## src/rtl/accum_alu_stack.sv

```systemverilog
// -----------------------------------------------------------------------------
// accum_alu_stack
//   Parametrised accumulator with in-place ALU operations, status flags and a
//   DEPTH-entry save/restore stack. Successor to the 8-bit load-only
//   accumulator; sits between the operand bus and the instruction decoder.
//
// Parameters
//   WIDTH  accumulator / operand width in bits (>= 4)
//   DEPTH  number of save-stack entries (>= 2, power of two)
//
// Ports
//   clk1       in   system clock, rising edge
//   rst        in   synchronous active-high reset
//   ena        in   qualifies op; low forces HOLD
//   op[2:0]    in   000 HOLD, 001 LOAD, 010 ADD, 011 SUB,
//                   100 AND, 101 OR, 110 XOR, 111 SHL
//   data       in   operand
//   push       in   save pre-edge accum onto the stack
//   pop        in   restore top of stack into accum (overrides op)
//   accum      out  accumulator register
//   valid      out  accum has been written since reset
//   zero       out  accum == 0 after last flag-updating write
//   neg        out  accum MSB after last flag-updating write
//   carry      out  carry / borrow / shift-out of last arithmetic op
//   stk_full   out  stack holds DEPTH entries
//   stk_empty  out  stack holds no entries
//   stk_err    out  one-cycle pulse on an illegal stack request
//
// Build option
//   ACCUM_SAT_EN  when defined, ADD saturates to all-ones and SUB to zero;
//                 carry still reports that saturation occurred.
// -----------------------------------------------------------------------------
module accum_alu_stack #(
   parameter int unsigned WIDTH = 8,
   parameter int unsigned DEPTH = 4
) (
   input  logic             clk1,
   input  logic             rst,
   input  logic             ena,
   input  logic [2:0]       op,
   input  logic [WIDTH-1:0] data,
   input  logic             push,
   input  logic             pop,
   output logic [WIDTH-1:0] accum,
   output logic             valid,
   output logic             zero,
   output logic             neg,
   output logic             carry,
   output logic             stk_full,
   output logic             stk_empty,
   output logic             stk_err
);

   // Pointer spans 0..DEPTH inclusive so full and empty never alias.
   localparam int unsigned PW = $clog2(DEPTH) + 1;
   localparam int unsigned IW = PW - 1;

   typedef enum logic [2:0] {
      OP_HOLD = 3'b000,
      OP_LOAD = 3'b001,
      OP_ADD  = 3'b010,
      OP_SUB  = 3'b011,
      OP_AND  = 3'b100,
      OP_OR   = 3'b101,
      OP_XOR  = 3'b110,
      OP_SHL  = 3'b111
   } op_t;

   logic [WIDTH-1:0] mem [DEPTH];
   logic [PW-1:0]    sp;

   op_t              op_e;
   logic [WIDTH:0]   sum;
   logic [WIDTH:0]   diff;
   logic [WIDTH-1:0] alu_res;
   logic             alu_c;
   logic             alu_wr;

   logic             push_ok;
   logic             pop_ok;
   logic             req_err;
   logic [IW-1:0]    wr_idx;
   logic [IW-1:0]    rd_idx;

   logic [WIDTH-1:0] accum_n;
   logic             carry_n;
   logic             zero_n;
   logic             neg_n;
   logic             valid_n;
   logic             wr_any;
   logic [PW-1:0]    sp_n;

   // ALU: result and carry for the qualified op.
   always_comb begin
      op_e    = ena ? op_t'(op) : OP_HOLD;
      sum     = {1'b0, accum} + {1'b0, data};
      diff    = {1'b0, accum} - {1'b0, data};
      alu_res = accum;
      alu_c   = carry;
      alu_wr  = 1'b0;
      case (op_e)
         OP_HOLD: begin
            alu_res = accum;
         end
         OP_LOAD: begin
            alu_res = data;
            alu_c   = 1'b0;
            alu_wr  = 1'b1;
         end
         OP_ADD: begin
            alu_res = sum[WIDTH-1:0];
            alu_c   = sum[WIDTH];
            alu_wr  = 1'b1;
`ifdef ACCUM_SAT_EN
            if (sum[WIDTH]) alu_res = '1;
`endif
         end
         OP_SUB: begin
            // Bit WIDTH of the extended difference is the unsigned borrow.
            alu_res = diff[WIDTH-1:0];
            alu_c   = diff[WIDTH];
            alu_wr  = 1'b1;
`ifdef ACCUM_SAT_EN
            if (diff[WIDTH]) alu_res = '0;
`endif
         end
         OP_AND: begin
            alu_res = accum & data;
            alu_c   = 1'b0;
            alu_wr  = 1'b1;
         end
         OP_OR: begin
            alu_res = accum | data;
            alu_c   = 1'b0;
            alu_wr  = 1'b1;
         end
         OP_XOR: begin
            alu_res = accum ^ data;
            alu_c   = 1'b0;
            alu_wr  = 1'b1;
         end
         OP_SHL: begin
            alu_res = {accum[WIDTH-2:0], 1'b0};
            alu_c   = accum[WIDTH-1];
            alu_wr  = 1'b1;
         end
      endcase
   end

   // Stack request arbitration. push together with pop is always illegal;
   // an illegal request never blocks the same-cycle ALU op.
   always_comb begin
      push_ok = push & ~pop & ~stk_full;
      pop_ok  = pop & ~push & ~stk_empty;
      req_err = (push & pop) | (push & ~pop & stk_full) | (pop & ~push & stk_empty);
      wr_idx  = IW'(sp);
      rd_idx  = IW'(sp - PW'(1));
   end

   // Next-state selection: an accepted pop replaces the op result.
   always_comb begin
      accum_n = accum;
      carry_n = carry;
      zero_n  = zero;
      neg_n   = neg;
      valid_n = valid;
      wr_any  = 1'b0;
      sp_n    = sp;

      if (pop_ok) begin
         accum_n = mem[rd_idx];
         carry_n = 1'b0;
         wr_any  = 1'b1;
      end else if (alu_wr) begin
         accum_n = alu_res;
         carry_n = alu_c;
         wr_any  = 1'b1;
      end

      if (wr_any) begin
         zero_n  = (accum_n == '0);
         neg_n   = accum_n[WIDTH-1];
         valid_n = 1'b1;
      end

      if (push_ok)     sp_n = sp + PW'(1);
      else if (pop_ok) sp_n = sp - PW'(1);
   end

   always_ff @(posedge clk1) begin
      if (rst) begin
         accum     <= '0;
         valid     <= 1'b0;
         zero      <= 1'b1;
         neg       <= 1'b0;
         carry     <= 1'b0;
         sp        <= '0;
         stk_full  <= 1'b0;
         stk_empty <= 1'b1;
         stk_err   <= 1'b0;
      end else begin
         accum     <= accum_n;
         valid     <= valid_n;
         zero      <= zero_n;
         neg       <= neg_n;
         carry     <= carry_n;
         sp        <= sp_n;
         stk_full  <= (sp_n == PW'(DEPTH));
         stk_empty <= (sp_n == '0);
         stk_err   <= req_err;
      end
   end

   // Stack storage is not reset; only the pointer is.
   always_ff @(posedge clk1) begin
      if (push_ok) mem[wr_idx] <= accum;
   end

endmodule

```

## config.mk

```make
export PLATFORM = sky130hd
export DESIGN_NAME = accum_alu_stack
export DESIGN_NICKNAME = d
export VERILOG_FILES = /design/src/rtl/accum_alu_stack.sv
export SDC_FILE = /design/constraint.sdc
export NUM_CORES = 1
export LEC_CHECK = 0
export BUFFER_PORTS_ARGS = -buffer_cell sky130_fd_sc_hd__buf_2
export CAP_MARGIN = 20
export CORE_ASPECT_RATIO = 2
export CORE_MARGIN = 2
export CORE_UTILIZATION = 48
export DETAILED_ROUTE_END_ITERATION = 12
export GPL_TIMING_DRIVEN = 1
export PLACE_DENSITY = 0.67
export SYNTH_ARGS = -nofsm -noshare
export SYNTH_HDL_FRONTEND = slang
export SYNTH_SLANG_ARGS = --single-unit
```

## constraint.sdc

```tcl
create_clock -name clk1 -period 5.2 [get_ports clk1]
set_input_delay 0.78 -clock clk1 [delete_from_list [all_inputs] [get_ports clk1]]
set_output_delay 0.78 -clock clk1 [all_outputs]
set_load 0.02 [all_outputs]
```

==> out/metrics.yaml <==
power:
  ir_drop_mv: 0.238
  p_sw_w: 0.000329
  power.density_nw_per_um2: 306
  p_clk_share_pct: 34.2
  seq_power_share_pct: 41.5
  p_int_w: 0.000836
  switching_share_pct: 28.3
  p_comb_share_pct: 24.3
  leakagePower_nw: 1.50
grt:
  grt_overflow: 0
  grt.total_usage_pct: 22.2
  grt_pass1_vias: 2788
  grt_pass1_wl_um: 14000
  grt_antenna_before_repair: 0
  grt_max_degree: 31
worst_setup_path:
  crit_fanout: 13
  critPathBufInv: 1
  start_kind: "flip-flop"
  crit_required_ns: 5.40
  end_kind: "flip-flop"
  crit_path_top_delay_cell: "dfxtp_1"
  worstSetupPathType: "flip-flop to flip-flop"
  worst_ep_arrival_time_ns: 3.17
  max_stage_delay_ns: 0.77
  cp_top_family: "flip-flops"
  crit_chain: "inv_1 -> ha_1 -> mux4_2 -> nand2_1 -> o2111ai_1 -> a211oi_1 -> a21oi_1 -> o31ai_1"
clock_tree:
  cts_setup_buffers: 0
  cts_tree: "yes"
  worstSkewPairLatency_ns: 0.28
  cts_sinks: 50
  hold_buffers: 0
  cts-resized-gates: 0
  cts_buffers: 5
  cts_buffer_depth: 2
  ctsHtreeMaxLevel: 2
  cts.reportedPaths.clkPinSlew_ns: 0.06
  root_buffer: "clkbuf_16"
finish:
  num_antenna_cells: 0
  final_nets: 403
  drive_gt1_share_pct: 18.2
  area_growth_syn_to_layout_pct: 9.35
  final_cell_mix: "nor2_1, edfxtp_1, buf_2"
  mostFrequentLayoutCell: "nor2_1"
  fin_area_um2: 3800
yosys:
  yosys_warnings: 0
  synth_edf_count: 32
  async_flop_share_pct: 0
  synthCells: 337
  yosysSeqAreaShare_pct: 38.0
  synth_area_um2: 3480
  ys.flop_type: "edfxtp_1"
  synth_nets: 383
  synth-seq-cells: 50
  yosys.cell_types.count: 74
  syn_area_per_cell_um2: 10.3
timing:
  tightest_slew_ns: 0.811
  post-route-period-util_pct: 57.0
  grt_setup_unrepaired: "no"
  fin_setup_tns_ns: 0
  max_freq_ghz: 0.337
  skew_ns: 0.00468
  period_minus_slack_ns: 2.97
  setup_viol: 0
  slew_headroom_pct: 45.8
  slew_violations: 0
  final_hold_viol_count: 0
route:
  dr.pass1.iters: 4
  remaining_drc_errors: 0
  vias: 2724
  drt_iter0_markers: 246
  wirelength_um: 8310
  viasPerCell: 6.05
  antenna_left: 0
  avgRoutedWirePerCell_um: 18.5
floorplan:
  coreArea_um2: 7160
  row_count: 44
  dieArea_um2: 7990
  die_h_um: 124
  pin_count: 31
  start_util_pct: 48.6
  die_x_um: 64.2
place:
  gp_congestion: 0.937
  dpl_cell_area_um2: 3610
  dpl.hpwl_um: 6160
  numPortBuffers: 30
outcome:
  status: "finished clean"
hold_path:
  min_path_type: "flip-flop to flip-flop"
run:
  maxCapViolations: 0
[sequential cells by signal (all words and copies together) (netlist names)]
name / cells
carry: 1
accum: 8
stk_full: 1
zero: 1
neg: 1
mem: 32
stk_empty: 1
stk_err: 1
sp: 3
valid: 1
[worst register-to-register path: stages (launching register included)]
cell	delay, ns
dfxtp_1	0.77
inv_1	0.20
ha_1	0.62
mux4_2	0.39
nand2_1	0.14
o2111ai_1	0.13
a211oi_1	0.31
a21oi_1	0.10
o31ai_1	0.23
[synthesized netlist by cell type, types with 3 or more instances]
cell type  number  area share [%]
nor2_1         33             3.6
edfxtp_1       32              28
a21oi_1        28             4.0
ha_1           28              10
inv_1          28             3.0
dfxtp_1        18              10
o21ai_0        13             1.9
nand2_1        12             1.3
and2_1         10             1.8
nor3_1         10             1.4
mux4_2          8             5.2
a211oi_1        7             1.5
buf_6           7             2.3
mux2i_1         6             1.7
buf_2           5            0.72
o211ai_1        5             1.1
a221oi_1        4             1.0
buf_4           4            0.86
o41ai_1         4             1.0
and3_1          3            0.54
nand3_1         3            0.43
nand3b_1        3            0.65
or3_1           3            0.54
xor2_1          3            0.76
[logic make-up (layout without fill, tap and decap cells)]
kind of cell    count (synthesis)  count (layout)  synth area share (%)
fa+ha+maj                      30              30                  11.2
mux                            16              16                  7.55
buf+inv                        46              67                  7.08
xor+xnor                        3               3                 0.755
simple gates                  100             100                  16.6
compound gates                 92              92                  18.8
flops                          50              50                  38.0
[per-layer routing]
layer | vias to the layer above | routed length (um) | GRT usage, %
li1 | 1304 | - | -
met1 | 1299 | 3540 | 28.8
met2 | 91 | 4030 | 35.5
met3 | 30 | 348 | 2.89
met4 | 0 | 393 | 11.6
met5 | - | 0 | 0
[path summary, 6_finish.rpt]
path                      start                 end  slack [ns]  cells after the start
min reg2reg  carry$_SDFFE_PP0P_  carry$_SDFFE_PP0P_        0.48                      2
max reg2reg    sp[0]$_SDFF_PP0_   zero$_SDFFE_PP1P_        2.23                      8
min          carry$_SDFFE_PP0P_  carry$_SDFFE_PP0P_        0.48                      2
max            sp[0]$_SDFF_PP0_   zero$_SDFFE_PP1P_        2.23                      8
[power by group through the flow]
stage / Clock (W) / Sequential, W / Combinational (W)
after global routing: 0.000421 / 0.000488 / 0.000313
after CTS: 0.000406 / 0.000484 / 0.000281
final: 0.000398 / 0.000483 / 0.000283
after floorplan: 0 / 0.000493 / 0.000206
after detailed placement: 0 / 0.000492 / 0.000279
after global placement: 0 / 0.000490 / 0.000275
[through the flow]
step	setup slack [ns]	instances	hold slack (ns)	power [W]	utilization (%)
2_1_floorplan	2.59	337	0.512	0.000698	-
3_3_place_gp	2.18	442	0.460	0.000766	50.5
3_5_place_dp	2.13	442	0.471	0.000771	50.5
4_1_cts	2.24	450	0.489	0.00117	53.2
5_1_grt	1.98	450	0.497	0.00122	53.2
6_report	2.23	450	0.485	0.00117	53.2
[final cells by class]
type / instances / area [um2]
fillers: 681 / 3350
multi-input cells: 241 / 1910
flip-flops and latches: 50 / 1320
clock buffers: 7 / 164
repair buffers: 31 / 158
well taps: 92 / 115
inverters: 28 / 105
clock inverters: 1 / 30.0
Note: power is estimated with default switching activity, not from simulation.
